`config.mk`:
```
export PLATFORM = sky130hd
export DESIGN_NAME = dram_seq
export DESIGN_NICKNAME = d
export VERILOG_FILES = /design/src/rtl/dram_seq.sv
export SDC_FILE = /design/constraint.sdc
export NUM_CORES = 1
export LEC_CHECK = 0
export BUFFER_PORTS_ARGS = -buffer_cell sky130_fd_sc_hd__clkbuf_2
export CORE_ASPECT_RATIO = 0.7
export CORE_MARGIN = 3
export CORE_UTILIZATION = 45
export CTS_CLUSTER_SIZE = 24
export DETAILED_ROUTE_END_ITERATION = 8
export PLACE_DENSITY = 0.74
export SLEW_MARGIN = 20
export SYNTH_ARGS = -nofsm -noshare
export SYNTH_HDL_FRONTEND = slang
export SYNTH_SLANG_ARGS = --single-unit
```
`constraint.sdc`:
```
create_clock -name sys_clk -period 1.6 [get_ports sys_clk]
set_clock_uncertainty 0.15 [all_clocks]
set_input_delay 0.32 -clock sys_clk [delete_from_list [all_inputs] [get_ports sys_clk]]
set_output_delay 0.32 -clock sys_clk [all_outputs]
set_load 0.005 [all_outputs]
```
`src/rtl/dram_seq.sv`:
```
// Single-bank page-mode DRAM cycle sequencer: drives RAS/CAS/WE and the muxed
// address, chooses page-hit or precharge/activate cycles, and schedules CBR refresh.
module dram_seq #(
  parameter int unsigned ROW_W   = 11,
  parameter int unsigned COL_W   = 10,
  parameter int unsigned TRP     = 2,
  parameter int unsigned TRCD    = 2,
  parameter int unsigned TCAS    = 2,
  parameter int unsigned REF_INT = 256
) (
  input  logic                   sys_clk,
  input  logic                   resl,
  input  logic                   req,
  input  logic                   we,
  input  logic [ROW_W+COL_W-1:0] addr,
  output logic                   ack,
  output logic                   busy,
  output logic                   ras_n,
  output logic                   cas_n,
  output logic                   we_n,
  output logic [ROW_W-1:0]       ma,
  output logic [ROW_W-1:0]       row_a,
  output logic                   newrow,
  input  logic                   match
);

  typedef enum logic [2:0] {S_IDLE, S_PRE, S_ACT, S_CAS, S_DONE, S_REF} state_t;
  // What a precharge leads into: a request's ACT, a refresh, or back to IDLE.
  typedef enum logic [1:0] {P_REQ, P_REF, P_POST} pre_t;

  localparam int unsigned D1    = (TRP > TRCD) ? TRP : TRCD;
  localparam int unsigned D2    = (D1 > TCAS) ? D1 : TCAS;
  localparam int unsigned DMAX  = (D2 > 4) ? D2 : 4;
  localparam int unsigned CNT_W = $clog2(DMAX);
  localparam int unsigned RF_W  = $clog2(REF_INT);

  state_t             r_state, w_next;
  pre_t               r_pre_kind, w_pre_next;
  logic [CNT_W-1:0]   r_cnt;
  logic [RF_W-1:0]    r_ref_cnt;
  logic               r_row_open, r_ref_pend;
  logic [ROW_W-1:0]   r_ma;
  logic               w_last, w_hit;
  logic [COL_W-1:0]   w_col;

  assign row_a = addr[ROW_W+COL_W-1:COL_W];
  assign w_col = addr[COL_W-1:0];
  assign w_hit = match & r_row_open;
  assign busy  = (r_state != S_IDLE);

  always_comb begin
    unique case (r_state)
      S_PRE:   w_last = (r_cnt == CNT_W'(TRP - 1));
      S_ACT:   w_last = (r_cnt == CNT_W'(TRCD - 1));
      S_CAS:   w_last = (r_cnt == CNT_W'(TCAS - 1));
      S_REF:   w_last = (r_cnt == CNT_W'(3));
      default: w_last = 1'b1;
    endcase
  end

  always_comb begin
    w_next     = r_state;
    w_pre_next = r_pre_kind;
    ras_n      = 1'b1;
    cas_n      = 1'b1;
    we_n       = 1'b1;
    ack        = 1'b0;
    newrow     = 1'b0;
    ma         = r_ma;
    unique case (r_state)
      S_IDLE: begin
        ras_n = ~r_row_open;
        if (r_ref_pend) begin
          if (r_row_open) begin
            w_next     = S_PRE;
            w_pre_next = P_REF;
          end else begin
            w_next = S_REF;
          end
        end else if (req) begin
          if (w_hit) begin
            w_next = S_CAS;
          end else if (r_row_open) begin
            w_next     = S_PRE;
            w_pre_next = P_REQ;
          end else begin
            w_next = S_ACT;
          end
        end
      end
      S_PRE: begin
        if (w_last) begin
          unique case (r_pre_kind)
            P_REF:   w_next = S_REF;
            P_REQ:   w_next = S_ACT;
            default: w_next = S_IDLE;
          endcase
        end
      end
      S_ACT: begin
        ras_n  = 1'b0;
        ma     = row_a;
        newrow = (r_cnt == '0);
        if (w_last) w_next = S_CAS;
      end
      S_CAS: begin
        ras_n = 1'b0;
        cas_n = 1'b0;
        we_n  = ~we;
        ma    = ROW_W'(w_col);
        if (w_last) w_next = S_DONE;
      end
      S_DONE: begin
        ras_n  = 1'b0;
        ack    = 1'b1;
        w_next = S_IDLE;
      end
      S_REF: begin
        // CAS-before-RAS: CAS leads RAS by one cycle.
        cas_n = 1'b0;
        ras_n = (r_cnt == '0);
        if (w_last) begin
          w_next     = S_PRE;
          w_pre_next = P_POST;
        end
      end
      default: w_next = S_IDLE;
    endcase
  end

  always_ff @(posedge sys_clk) begin
    if (!resl) begin
      r_state    <= S_IDLE;
      r_pre_kind <= P_REQ;
      r_cnt      <= '0;
      r_row_open <= 1'b0;
      r_ref_pend <= 1'b0;
      r_ref_cnt  <= RF_W'(REF_INT - 1);
      r_ma       <= '0;
    end else begin
      r_state    <= w_next;
      r_pre_kind <= w_pre_next;
      r_ma       <= ma;
      if (w_next != r_state || r_state == S_IDLE) r_cnt <= '0;
      else                                        r_cnt <= r_cnt + CNT_W'(1);
      if (w_next == S_ACT && r_state != S_ACT) r_row_open <= 1'b1;
      else if (r_state == S_PRE)               r_row_open <= 1'b0;
      // An expiry coinciding with REF entry must survive the clear.
      if (r_ref_cnt == '0)                          r_ref_pend <= 1'b1;
      else if (w_next == S_REF && r_state != S_REF) r_ref_pend <= 1'b0;
      if (r_ref_cnt == '0) r_ref_cnt <= RF_W'(REF_INT - 1);
      else                 r_ref_cnt <= r_ref_cnt - RF_W'(1);
    end
  end

endmodule
```
Yosys cells after proc, flatten, opt, wreduce, memory -nomap -nowiden. Index checks and enable logic that the tools add are counted.

Flip-flop bits (word level): 28. Input bits: 26. Output and inout port bits: 28. Logic and storage cells: 77.

Add/subtract/negate cells: 2. Equality and inequality tests: 18. Mux-type cells: 29. Bitwise operators: 4. Reduce and logical (&&, ||, !) cells: 17.

Operator list (count): one-hot mux 11 bit (2 select lines) (1); two-way mux 3 bit (7); two-way mux 2 bit (8); != test 3 bit (second input constant) (5); one-hot mux 3 bit (5 select lines) (1); equality test 3 x 2 -> 1 bit (second input constant) (3); equality test 3 bit (second input constant) (3); zero test 8 bit (1); two-way mux 1 bit (8); subtractor 8 x 1 -> 8 bit (second input constant) (1); one-hot mux 3 bit (2 select lines) (1); AND reduction 6 bit (1); nonzero test 2 bit (3); OR reduction 2 bit (3); OR reduction 3 bit (2); equality test 2 x 1 -> 1 bit (second input constant) (2); zero test 2 bit (2); one-hot mux 2 bit (2 select lines) (1); equality test 3 x 1 -> 1 bit (second input constant) (1); zero test 3 bit (1); != test 3 x 2 -> 1 bit (second input constant) (1); != test 3 bit (1); inverter 1 bit (3); one-hot mux 1 bit (3 select lines) (1); 8 further kinds (9).

Longest topological paths before layout. Gate-level depths: netlist of the first run.

Word-level depth: 9. Gate-level depth with buffers: 6.

Least setup slack after synthesis of the first run. OpenSTA, ideal clock, no wires.

Path type: reg-to-reg. From: register r_ref_cnt[0]. To: register r_ref_cnt[0]. Library setup time: 0.060 ns. Arrival: 1.354 ns. Data required time: 1.390 ns. Path slack: 0.035 ns. Stages on the path, launching flop included: 7. Buffers on the path: 0. Clock period less this slack: 1.565 ns. Cell sequence: dfxtp_1 > inv_1 > ha_1 > or4b_4 > nor4_4 > nor2_1 > nand2_1.

Cells in the longest elaborated chain, start to end: 2. Elaborated cells on any way between the ends: 3. Classes of those cells: add/sub (1); reduce/logical (2).

RTL lines: from (decl) (RTL line 40) `logic [RF_W-1:0] r_ref_cnt;`; from (signal assigned) (RTL line 138) `r_ref_cnt <= RF_W'(REF_INT - 1);`; from (signal assigned) (RTL line 151) `if (r_ref_cnt == '0) r_ref_cnt <= RF_W'(REF_INT - 1);`; from (signal assigned) (RTL line 152) `else r_ref_cnt <= r_ref_cnt - RF_W'(1);`; branches (longest 2 deep; another with subtractor 8 x 1 -> 8 bit).

Parallel ways; which one is timed is not known. A chain may end at the register's enable or synchronous reset.

Worst setup path in the final report of the first run.
From: register r_state[0]. To: output ras_n.

Cells in the longest elaborated chain, start to end: 3. Elaborated cells on any way between the ends: 7. Classes of those cells: eq/ne (4); mux (1); reduce/logical (2).

RTL lines: from (decl) (RTL line 37) `state_t r_state, w_next;`; from (signal assigned) (RTL line 141) `r_state <= w_next;`; equality test 3 x 2 -> 1 bit / equality test 3 bit (equally long branches) (RTL line 70) `unique case (r_state)`; OR reduction 3 bit (no source line); one-hot mux 1 bit (3 select lines) (*) (RTL line 70); to (decl) (RTL line 18) `output logic ras_n,`.

Every way passes the cells marked *; elsewhere a longest branch is shown, timed or not.

==> impl_metrics.sql, run 1 <==
INSERT INTO impl_metrics (metric_group, metric, value, unit) VALUES
('layout', 'layout-drive-gt1-share', '57.8', '%'),
('drt', 'finalWirelength', '4940', 'um'),
('synthesis', 'postSynthNetCount', '218', ''),
('floorplanning', 'placeableCoreArea', '3250', 'um^2'),
('drt', 'antenna_left', '0', ''),
('synthesis', 'synth-seq-cells', '28', ''),
('grt', 'globalRouteTotalUtil', '20.4', '%'),
('floorplanning', 'row_count', '17', ''),
('layout', 'num-nets-final', '293', ''),
('timing', 'setup_viol', '23', ''),
('layout', 'post-route-util', '76.3', '%'),
('grt', 'first_global_vias', '1517', ''),
('grt', 'maximum_number_of_pins_on_one_net_before_global_route_repair', '18', ''),
('synthesis', 'synth-warning-count', '0', ''),
('status', 'run_status', 'finished, violations left', ''),
('synthesis', 'synth-seq-area-share', '35.6', '%'),
('clock_network', 'number_of_buffers_created_by_cts', '3', ''),
('setup_path', 'worst_path_largest_cell_delay', '0.40', 'ns'),
('setup_path', 'critPathRequiredTime', '1.13', 'ns'),
('synthesis', 'synth.top_cells.by_area', 'dfxtp_1 (36%), mux2i_1 (6.4%), buf_4 (5.7%)', ''),
('pwr', 'cellLeakagePower', '0.00108', 'uW'),
('synthesis', 'synth_top_area_cell', 'dfxtp_1', ''),
('synthesis', 'synthDominantCellAreaShare', '35.6', '%'),
('setup_path', 'arrival', '1.31', 'ns'),
('floorplanning', 'die-width', '76.7', 'um'),
('synthesis', 'synth.most_common_cell', 'dfxtp_1', ''),
('place', 'number_of_port_buffers', '53', ''),
('setup_path', 'r2r_cells', '7', ''),
('status', 'violations', 'setup timing', ''),
('setup_path', 'crit_path_end_kind', 'output port', ''),
('grt', 'globalRouteOverflowTotal', '0', ''),
('synthesis', 'netlist_instances', '189', ''),
('timing', 'drv_slew', '0', ''),
('timing', 'slew_headroom', '80.2', '%'),
('setup_path', 'path_max_fanout', '8', ''),
('min_path', 'timing.hold.worst_path_depth', '4', ''),
('layout', 'num_antenna_cells', '0', ''),
('setup_path', 'worst_path_max_delay_cell', 'dfxtp_4', ''),
('timing', 'tightestPinTransition', '0.295', 'ns'),
('timing', 'max_freq', '561', 'MHz'),
('setup_path', 'cpLargestDelayFamily', 'flip-flops', ''),
('timing', 'min_period', '1.78', 'ns'),
('place', 'dp_cells', '291', ''),
('drt', 'post-route-drc-count', '0', ''),
('layout', 'final-instance-count-excl-fill', '310', ''),
('grt', 'grt_antenna_before_repair', '0', ''),
('clock_network', 'clock-sinks', '28', ''),
('setup_path', 'cp_cell_sequence', 'buf_4, a21oi_2, o21ai_1, buf_2', ''),
('synthesis', 'synth_top_flop_cell', 'dfxtp_1', ''),
('drt', 'wl_per_cell', '15.9', 'um'),
('timing', 'hold-worst-slack', '0.290', 'ns'),
('min_path', 'holdCritPathClass', 'input port to flip-flop', ''),
('timing', 'min_period_over_period', '111', '%'),
('synthesis', 'synth.top_cells.by_count', 'dfxtp_1 (28), nand2_1 (24), o21ai_0 (16)', ''),
('place', 'gp_routability_congestion', '0.883', ''),
('drt', 'starting_drc_count_in_detailed_routing', '52', ''),
('timing', 'setup_repair_after_global_routing_missed_its_margin', 'true', ''),
('clock_network', 'clock_tree_from_tritoncts', 'done', ''),
('synthesis', 'postSynth.asyncResetShare', '0', '%'),
('setup_path', 'start_kind', 'flip-flop', ''),
('clock_network', 'h-tree-depth', '1', ''),
('place', 'detailedPlacementHpwl', '2920', 'um'),
('clock_network', 'clock_insertion_delay_worst_skew', '0.28', 'ns'),
('floorplanning', 'dieHeight', '55.5', 'um'),
('timing', 'number_of_hold_violations_in_the_final_report', '0', ''),
('layout', 'layout-area-overhead-vs-synth', '57.8', '%'),
('timing', 'final.setup.worst_slack', '-0.181', 'ns'),
('drt', 'viasPerCell', '5.25', ''),
('synthesis', 'synth-edff-count', '0', ''),
('grt', 'global_route_wire_length_before_repair', '7120', 'um'),
('layout', 'final_layout_fill_cell_count', '217', '');
-- state kept, by name (all words and copies together) (netlist names) --
register	count
r_ma	11
r_ref_cnt	8
r_state	3
r_cnt	2
r_pre_kind	2
r_ref_pend	1
r_row_open	1
-- worst paths after layout --
check	start	end	slack [ns]
worst max-delay path	r_state[0]	ras_n	-0.18
worst min register to register	r_ref_cnt[0]	r_ref_cnt[0]	0.37
worst max register to register	r_ref_cnt[0]	r_ref_cnt[5]	-0.10
worst min-delay path	addr[9]	r_ma[9]	0.29
-- layout make-up --
| class | instances | area, um^2 | share of cell area, % |
|---|---|---|---|
| clock buffers | 3 | 41.3 | 1.66 |
| clock inverters | 1 | 30.0 | 1.21 |
| inverters | 10 | 37.5 | 1.51 |
| multi-input cells | 131 | 1130 | 45.3 |
| flip-flops and latches | 28 | 576 | 23.2 |
| well taps | 47 | 58.8 | 2.37 |
| repair buffers | 90 | 614 | 24.7 |
-- worst min-delay path, cell delays in order --
cell and delay, ns:
clkbuf_2 0.07, mux2i_1 0.07, o21ai_2 0.12, and2_1 0.11
-- logic make-up after synthesis --
family                     count (synthesis)  synth area share, %
buffers and inverters                     30                 11.0
muxes                                     10                 6.36
xor gates and xnor gates                   6                 3.34
and+or+nand+nor                           73                 26.1
DFF                                       28                 35.6
AOI/OAI and AO/OA                         39                 15.2
adders and majority gates                  3                 2.38
-- what timing repair did --
item                       CTS  global route
buffers inserted             8             5
setup endpoints to repair   26            31
pin swaps                    6            18
gates resized for setup     53            51
gates cloned                 1             1
-- cell usage in the layout, fill, tap and decap left out, types with 3 or more instances in the layout --
| cell type | count |
|---|---|
| inv_1 | 7 |
| buf_4 | 26 |
| clkbuf_8 | 3 |
| mux2i_1 | 3 |
| nand2_1 | 21 |
| nor3_1 | 4 |
| nand3_1 | 3 |
| clkbuf_2 | 47 |
| dfxtp_2 | 3 |
| buf_6 | 7 |
| a21oi_1 | 5 |
| dfxtp_4 | 3 |
| buf_2 | 6 |
| dfxtp_1 | 22 |
| nand2_2 | 3 |
| xnor2_1 | 4 |
| mux2i_2 | 5 |
| o21ai_1 | 5 |
| and2_1 | 13 |
| inv_2 | 3 |
| o21ai_2 | 10 |
-- stage by stage --
step	cell area (um^2)	worst slack [ns]	total power [uW]	setup TNS, ns
after floorplan	1570	0.0355	1160	0
after global placement	1930	-0.0393	1420	-0.123
after detailed placement	1930	-0.0925	1430	-0.691
after CTS	2220	-0.131	2120	-2.13
after global routing	2480	-0.213	2450	-3.98
final	2480	-0.181	2350	-2.50
-- routing by layer --
| layer | GRT usage (%) | vias to the layer above | part of all wire (%) |
|---|---|---|---|
| met5 | 0 | - | 0 |
| met4 | 4.39 | 0 | 1.7 |
| met3 | 6.03 | 10 | 5.5 |
| met2 | 33.6 | 53 | 51 |
| met1 | 26.5 | 771 | 41 |
| li1 | - | 794 | - |
-- power by group --
| part | internal (uW) | switching [uW] | leakage [uW] | total, uW |
|---|---|---|---|---|
| registers | 762 | 60.0 | 0.000231 | 822 |
| clock network | 335 | 235 | 0.0000357 | 570 |
| logic | 493 | 464 | 0.000812 | 958 |
Note: power is estimated with default switching activity, not from simulation.
==> run 2, diff against run 1 <==
--- a/config.mk
+++ b/config.mk
@@ -12,6 +12,7 @@
 export CTS_CLUSTER_SIZE = 24
 export DETAILED_ROUTE_END_ITERATION = 8
 export PLACE_DENSITY = 0.74
+export SKIP_CTS_REPAIR_TIMING = 1
 export SLEW_MARGIN = 20
 export SYNTH_ARGS = -nofsm -noshare
 export SYNTH_HDL_FRONTEND = slang
==> run 2 against run 1 <==
Compared with the run above: the run still ends with setup timing left; hold slack worse by 0.0033 ns; largest cell class unchanged; register-to-register slack hardly changed; core utilization is 6.5 points lower; sequential power is 0.6% lower; global-route usage is 3.3 points lower; first-iteration DRC count grew to 3.1 times the previous value; critical path type unchanged; wire length is 15% lower.
==> impl_metrics.sql, run 2 (synthesis results as in run 1) <==
INSERT INTO impl_metrics (metric_group, metric, value, unit) VALUES
('timing', 'setup_repair_after_global_routing_missed_its_margin', 'true', ''),
('setup_path', 'cp_cell_sequence', 'buf_8, clkinvlp_4, nor3_2, buf_2', ''),
('floorplanning', 'boundaryPins', '54', ''),
('setup_path', 'start_kind', 'flip-flop', ''),
('clock_network', 'clock_tree_from_tritoncts', 'done', ''),
('floorplanning', 'row_count', '17', ''),
('grt', 'maximum_number_of_pins_on_one_net_before_global_route_repair', '18', ''),
('timing', 'setup_total_negative_slack', '-2.02', 'ns'),
('grt', 'use_met1', '23.3', '%'),
('layout', 'num_antenna_cells', '0', ''),
('drt', 'post-route-drc-count', '0', ''),
('layout', 'final-instance-count-excl-fill', '303', ''),
('setup_path', 'crit_path_end_kind', 'output port', ''),
('floorplanning', 'initial_utilization', '48.4', '%'),
('place', 'gp_routability_congestion', '0.883', ''),
('layout', 'num-nets-final', '286', ''),
('min_path', 'holdCritPathClass', 'input port to flip-flop', ''),
('grt', 'globalRouteMet3Util', '6.03', '%'),
('timing', 'max_freq', '572', 'MHz'),
('setup_path', 'path_max_fanout', '8', ''),
('layout', 'layout-area-overhead-vs-synth', '44.4', '%'),
('layout', 'sequential_cell_area', '579', 'um^2'),
('setup_path', 'critPathRequiredTime', '1.13', 'ns'),
('timing', 'hold-worst-slack', '0.287', 'ns'),
('floorplanning', 'die-width', '76.7', 'um'),
('layout', 'most-common-layout-cells', 'clkbuf_2 (47), nand2_1 (23), buf_4 (22)', ''),
('grt', 'globalRouteOverflowTotal', '0', ''),
('pwr', 'totalPowerFinal', '2160', 'uW'),
('layout', 'reg.largest.list', 'r_ma x11, r_ref_cnt x8, r_state x3', ''),
('place', 'dp_cells', '291', ''),
('drt', 'vias', '1534', ''),
('drt', 'detailedRoute.firstPassIterationCount', '4', ''),
('layout', 'multi_input_comb_area', '991', 'um^2'),
('drt', 'wl_per_cell', '13.9', 'um'),
('timing', 'min_period_over_period', '109', '%'),
('floorplanning', 'dieHeight', '55.5', 'um'),
('timing', 'slew_headroom', '77.5', '%'),
('clock_network', 'clock_path_buffers', '2', ''),
('floorplanning', 'die-area', '4250', 'um^2'),
('clock_network', 'clock_insertion_delay_worst_skew', '0.27', 'ns'),
('grt', 'met2_usage', '25.9', '%'),
('timing', 'tightestPinTransition', '0.335', 'ns'),
('layout', 'final_layout_fill_cell_count', '256', ''),
('status', 'violations', 'setup timing', ''),
('setup_path', 'arrival', '1.28', 'ns'),
('timing', 'number_of_hold_violations_in_the_final_report', '0', ''),
('place', 'number_of_port_buffers', '53', ''),
('pwr', 'cellLeakagePower', '0.000997', 'uW'),
('pwr', 'irDropWorstVdd', '0.000559', 'V'),
('timing', 'min_period', '1.75', 'ns'),
('layout', 'max_ffs_per_register', '11', ''),
('grt', 'grt_antenna_before_repair', '0', ''),
('drt', 'finalWirelength', '4210', 'um'),
('timing', 'setup_viol', '25', ''),
('pwr', 'power_density', '951', 'nW/um^2'),
('setup_path', 'worst_path_max_delay_cell', 'dfxtp_4', ''),
('grt', 'first_global_vias', '1336', ''),
('clock_network', 'cts.root.buffer_cell', 'clkbuf_8', ''),
('clock_network', 'clock-sinks', '28', ''),
('clock_network', 'clk_transition_reported_paths', '0.10', 'ns'),
('setup_path', 'worst_path_largest_cell_delay', '0.38', 'ns'),
('drt', 'antenna_left', '0', ''),
('place', 'detailedPlacementHpwl', '2920', 'um'),
('layout', 'layout-drive-gt1-share', '50.4', '%'),
('drt', 'starting_drc_count_in_detailed_routing', '160', ''),
('grt', 'busiest_layer', 'met2', ''),
('grt', 'global_route_wire_length_before_repair', '5960', 'um'),
('timing', 'final.setup.worst_slack', '-0.148', 'ns'),
('grt', 'globalRouteTotalUtil', '17.2', '%'),
('clock_network', 'h-tree-depth', '1', ''),
('flow_run', 'drv_cap', '0', ''),
('floorplanning', 'placeableCoreArea', '3250', 'um^2'),
('drt', 'viasPerCell', '5.06', ''),
('clock_network', 'number_of_buffers_created_by_cts', '3', ''),
('timing', 'drv_slew', '0', ''),
('layout', 'final_common_cell', 'clkbuf_2', ''),
('layout', 'regMostFlops', 'r_ma', ''),
('status', 'run_status', 'finished, violations left', ''),
('setup_path', 'critPathKind', 'flip-flop to output port', '');
[run 2: cell types whose count changed in the layout (fill, tap and decap cells not counted), moves of 4 or more]
cell / before / now
o21ai_1: 5 / 9
buf_4: 26 / 22
mux2i_1: 3 / 7
o21ai_2: 10 / 5
[run 2: per-layer routing]
layer / vias to the layer above / routed length [um] / part of all wire [%]
li1: 785 / - / -
met1: 693 / 1870 / 44
met2: 50 / 1990 / 47
met3: 6 / 279 / 6.6
met4: 0 / 74 / 1.8
met5: - / 0 / 0
[run 2: path summary, 6_finish.rpt]
path                      from       endpoint  slack, ns  cells past startpoint
setup / recovery    r_state[2]            ack      -0.15                      4
hold / removal            resl  r_pre_kind[0]       0.29                      3
hold reg to reg   r_ref_cnt[0]   r_ref_cnt[0]       0.37                      2
setup reg to reg  r_ref_cnt[0]     r_ref_pend      -0.11                      6
[run 2: final cells by class]
cell class / count / area share (%)
Multi-Input combinational cell: 131 / 43.6
Sequential cell: 28 / 25.5
Timing Repair Buffer: 83 / 23.4
Tap cell: 47 / 2.59
Clock buffer: 3 / 1.82
Inverter: 10 / 1.82
Clock inverter: 1 / 1.32
[run 2: worst max-delay path, delay by kind of cell, from the launching register on]
kind                   cells  cell delay, ns
flip-flops                 1            0.38
buffers and inverters      3            0.45
AND/OR/NAND/NOR            1            0.17
[run 2: through the flow]
step	setup slack [ns]	area (um^2)	util [%]
4_1_cts	-0.337	2000	61.4
3_3_place_gp	-0.0393	1930	59.2
5_1_grt	-0.207	2270	69.9
2_1_floorplan	0.0355	1570	-
3_5_place_dp	-0.0925	1930	59.2
6_report	-0.148	2270	69.9
[run 2: where the power goes]
part           switching [uW]  leakage (uW)  internal, uW
combinational             384      0.000729           405
clock                     222     0.0000357           335
sequential               56.5      0.000232           761
total                     662      0.000997          1500
==> run 3, diff against run 2 <==
--- a/config.mk
+++ b/config.mk
@@ -6,8 +6,8 @@
 export NUM_CORES = 1
 export LEC_CHECK = 0
 export BUFFER_PORTS_ARGS = -buffer_cell sky130_fd_sc_hd__clkbuf_2
-export CORE_ASPECT_RATIO = 0.7
-export CORE_MARGIN = 3
+export CORE_ASPECT_RATIO = 2
+export CORE_MARGIN = 4
 export CORE_UTILIZATION = 45
 export CTS_CLUSTER_SIZE = 24
 export DETAILED_ROUTE_END_ITERATION = 8
==> run 3 against run 2 <==
Compared with the run above: wire length is 2.4% higher; setup slack worse by 0.011 ns; global-route usage is 0.24 points lower; sequential power hardly changed; total power is 3.9% higher; the run still ends with setup timing left; critical path type unchanged; die area is 7.3% higher; clock power is 2% higher; first-iteration DRC count is 88% lower.
==> impl_metrics.sql, run 3 (synthesis results as in run 1) <==
INSERT INTO impl_metrics (metric_group, metric, value, unit) VALUES
('status', 'run_status', 'finished, violations left', ''),
('status', 'violations', 'setup timing', ''),
('floorplanning', 'die-width', '49.8', 'um'),
('grt', 'grt_antenna_before_repair', '0', ''),
('timing', 'slew_headroom', '74.3', '%'),
('floorplanning', 'placeableCoreArea', '3380', 'um^2'),
('place', 'detailedPlacementHpwl', '2850', 'um'),
('drt', 'viasPerCell', '5.60', ''),
('setup_path', 'r2r-end', 'r_ref_pend', ''),
('floorplanning', 'row_count', '30', ''),
('pwr', 'totalPowerFinal', '2250', 'uW'),
('drt', 'starting_drc_count_in_detailed_routing', '20', ''),
('timing', 'final.setup.worst_slack', '-0.159', 'ns'),
('drt', 'finalWirelength', '4310', 'um'),
('clock_network', 'clock_insertion_delay_worst_skew', '0.28', 'ns'),
('grt', 'globalRouteTotalUtil', '16.9', '%'),
('setup_path', 'cp_cell_sequence', 'clkbuf_16, mux2i_4, o21ai_4, clkbuf_2', ''),
('drt', 'wl_per_cell', '15.4', 'um'),
('setup_path', 'worst_path_largest_cell_delay', '0.38', 'ns'),
('place', 'pre_cts_ws', '-0.0841', 'ns'),
('setup_path', 'crit_path_end_kind', 'output port', ''),
('drt', 'vias', '1569', ''),
('clock_network', 'cts.root.buffer_cell', 'clkbuf_8', ''),
('clock_network', 'clock_tree_from_tritoncts', 'done', ''),
('layout', 'regMostFlops', 'r_ma', ''),
('layout', 'num-nets-final', '278', ''),
('drt', 'post-route-drc-count', '0', ''),
('timing', 'min_period_over_period', '110', '%'),
('min_path', 'holdCritPathClass', 'input port to flip-flop', ''),
('floorplanning', 'die-area', '4570', 'um^2'),
('layout', 'max_ffs_per_register', '11', ''),
('timing', 'min_period', '1.76', 'ns'),
('min_path', 'min_delay_worst_endpoint', 'r_pre_kind[0]', ''),
('place', 'number_of_port_buffers', '53', ''),
('layout', 'final-instance-count-excl-fill', '280', ''),
('min_path', 'hold_crit_start', 'resl', ''),
('setup_path', 'start_kind', 'flip-flop', ''),
('drt', 'antenna_left', '0', ''),
('place', 'gp_routability_congestion', '0.850', ''),
('clock_network', 'number_of_buffers_created_by_cts', '3', ''),
('timing', 'setup_total_negative_slack', '-2.01', 'ns'),
('setup_path', 'r2r_cells', '6', ''),
('setup_path', 'worst_path_max_delay_cell', 'dfxtp_4', ''),
('timing', 'setup_repair_after_global_routing_missed_its_margin', 'true', ''),
('clock_network', 'clock-sinks', '28', ''),
('min_path', 'timing.hold.worst_path_depth', '3', ''),
('timing', 'tightestPinTransition', '0.382', 'ns'),
('grt', 'first_global_vias', '1458', ''),
('grt', 'maximum_number_of_pins_on_one_net_before_global_route_repair', '21', ''),
('clock_network', 'clock_path_buffers', '2', ''),
('setup_path', 'critPathRequiredTime', '1.13', 'ns'),
('clock_network', 'h-tree-depth', '1', ''),
('pwr', 'cellLeakagePower', '0.000985', 'uW'),
('grt', 'globalRouteOverflowTotal', '0', ''),
('flow_run', 'drv_cap', '0', ''),
('grt', 'global_route_wire_length_before_repair', '6160', 'um'),
('floorplanning', 'boundaryPins', '54', ''),
('setup_path', 'r2r_slack', '-0.08', 'ns'),
('setup_path', 'arrival', '1.29', 'ns'),
('pwr', 'irDropWorstVdd', '0.000759', 'V'),
('timing', 'setup_viol', '24', ''),
('layout', 'layout-drive-gt1-share', '49.2', '%'),
('layout', 'most-common-layout-cells', 'clkbuf_2 (49), nand2_1 (23), dfxtp_1 (21)', ''),
('timing', 'hold-worst-slack', '0.248', 'ns'),
('floorplanning', 'initial_utilization', '46.6', '%'),
('clock_network', 'clk_transition_reported_paths', '0.10', 'ns'),
('timing', 'number_of_hold_violations_in_the_final_report', '0', ''),
('timing', 'drv_slew', '0', ''),
('timing', 'max_freq', '569', 'MHz'),
('layout', 'final_common_cell', 'clkbuf_2', ''),
('layout', 'num_antenna_cells', '0', ''),
('setup_path', 'path_max_fanout', '6', ''),
('place', 'dp_cells', '268', ''),
('setup_path', 'critPathKind', 'flip-flop to output port', ''),
('layout', 'layout-area-overhead-vs-synth', '44.8', '%'),
('floorplanning', 'dieHeight', '91.6', 'um'),
('pwr', 'power_density', '986', 'nW/um^2'),
('drt', 'detailedRoute.firstPassIterationCount', '4', ''),
('layout', 'reg.largest.list', 'r_ma x11, r_ref_cnt x8, r_state x3', ''),
('setup_path', 'rr_startpoint', 'r_ref_cnt[0]', '');
[run 3: changes by cell type in the layout (fill, tap and decap cells not counted), sizes merged]
cell,before,now
buf,36,24
clkbuf,50,54
clkinvlp,1,0
inv,9,10
[run 3: metrics by stage]
step                      util, %  instance area (um^2)
after floorplan                 -                  1570
after global routing         67.4                  2280
after detailed placement     55.4                  1870
final                        67.4                  2280
after global placement       55.4                  1870
after CTS                    57.6                  1940
[run 3: metal layers]
metal / up-vias / share of wire [%] / track usage, %
met5: - / 0 / 0
met4: 0 / 5.2 / 12.5
met3: 21 / 2.5 / 1.79
met2: 51 / 58 / 30.9
met1: 734 / 34 / 16.9
li1: 763 / - / -
[run 3: critical path, delay by kind of cell, from the launching register on]
| kind | cells | cell delay [ns] |
|---|---|---|
| muxes | 1 | 0.18 |
| buffers and inverters | 2 | 0.31 |
| DFF | 1 | 0.38 |
| AOI/OAI and AO/OA | 1 | 0.13 |
[run 3: power breakdown]
group / internal (uW) / switching [uW]
clock network: 336 / 231
registers: 761 / 55.4
logic: 460 / 404
total: 1560 / 690
[run 3: cell type report]
cell class | count | area [um^2]
Clock buffer | 3 | 41.3
Clock inverter | 1 | 30.0
Fill cell | 273 | 1100
Inverter | 10 | 40.0
Multi-Input combinational cell | 131 | 1030
Sequential cell | 28 | 579
Tap cell | 32 | 40.0
Timing Repair Buffer | 75 | 518
[run 3: worst max-delay path by stage]
| stage | from | slack [ns] | depth (start not counted) | end |
|---|---|---|---|---|
| 2_1_floorplan | r_ref_cnt[0] | 0.04 | 6 | r_ref_cnt[0] |
| 3_3_place_gp | r_ref_cnt[0] | -0.02 | 6 | r_ref_cnt[0] |
| 3_5_place_dp | r_ref_cnt[1] | -0.08 | 6 | r_ref_cnt[1] |
| 4_1_cts | r_state[0] | -0.31 | 6 | ras_n |
| 5_1_grt | r_state[0] | -0.19 | 4 | ma[1] |
| 6_report | r_state[0] | -0.16 | 4 | ma[2] |
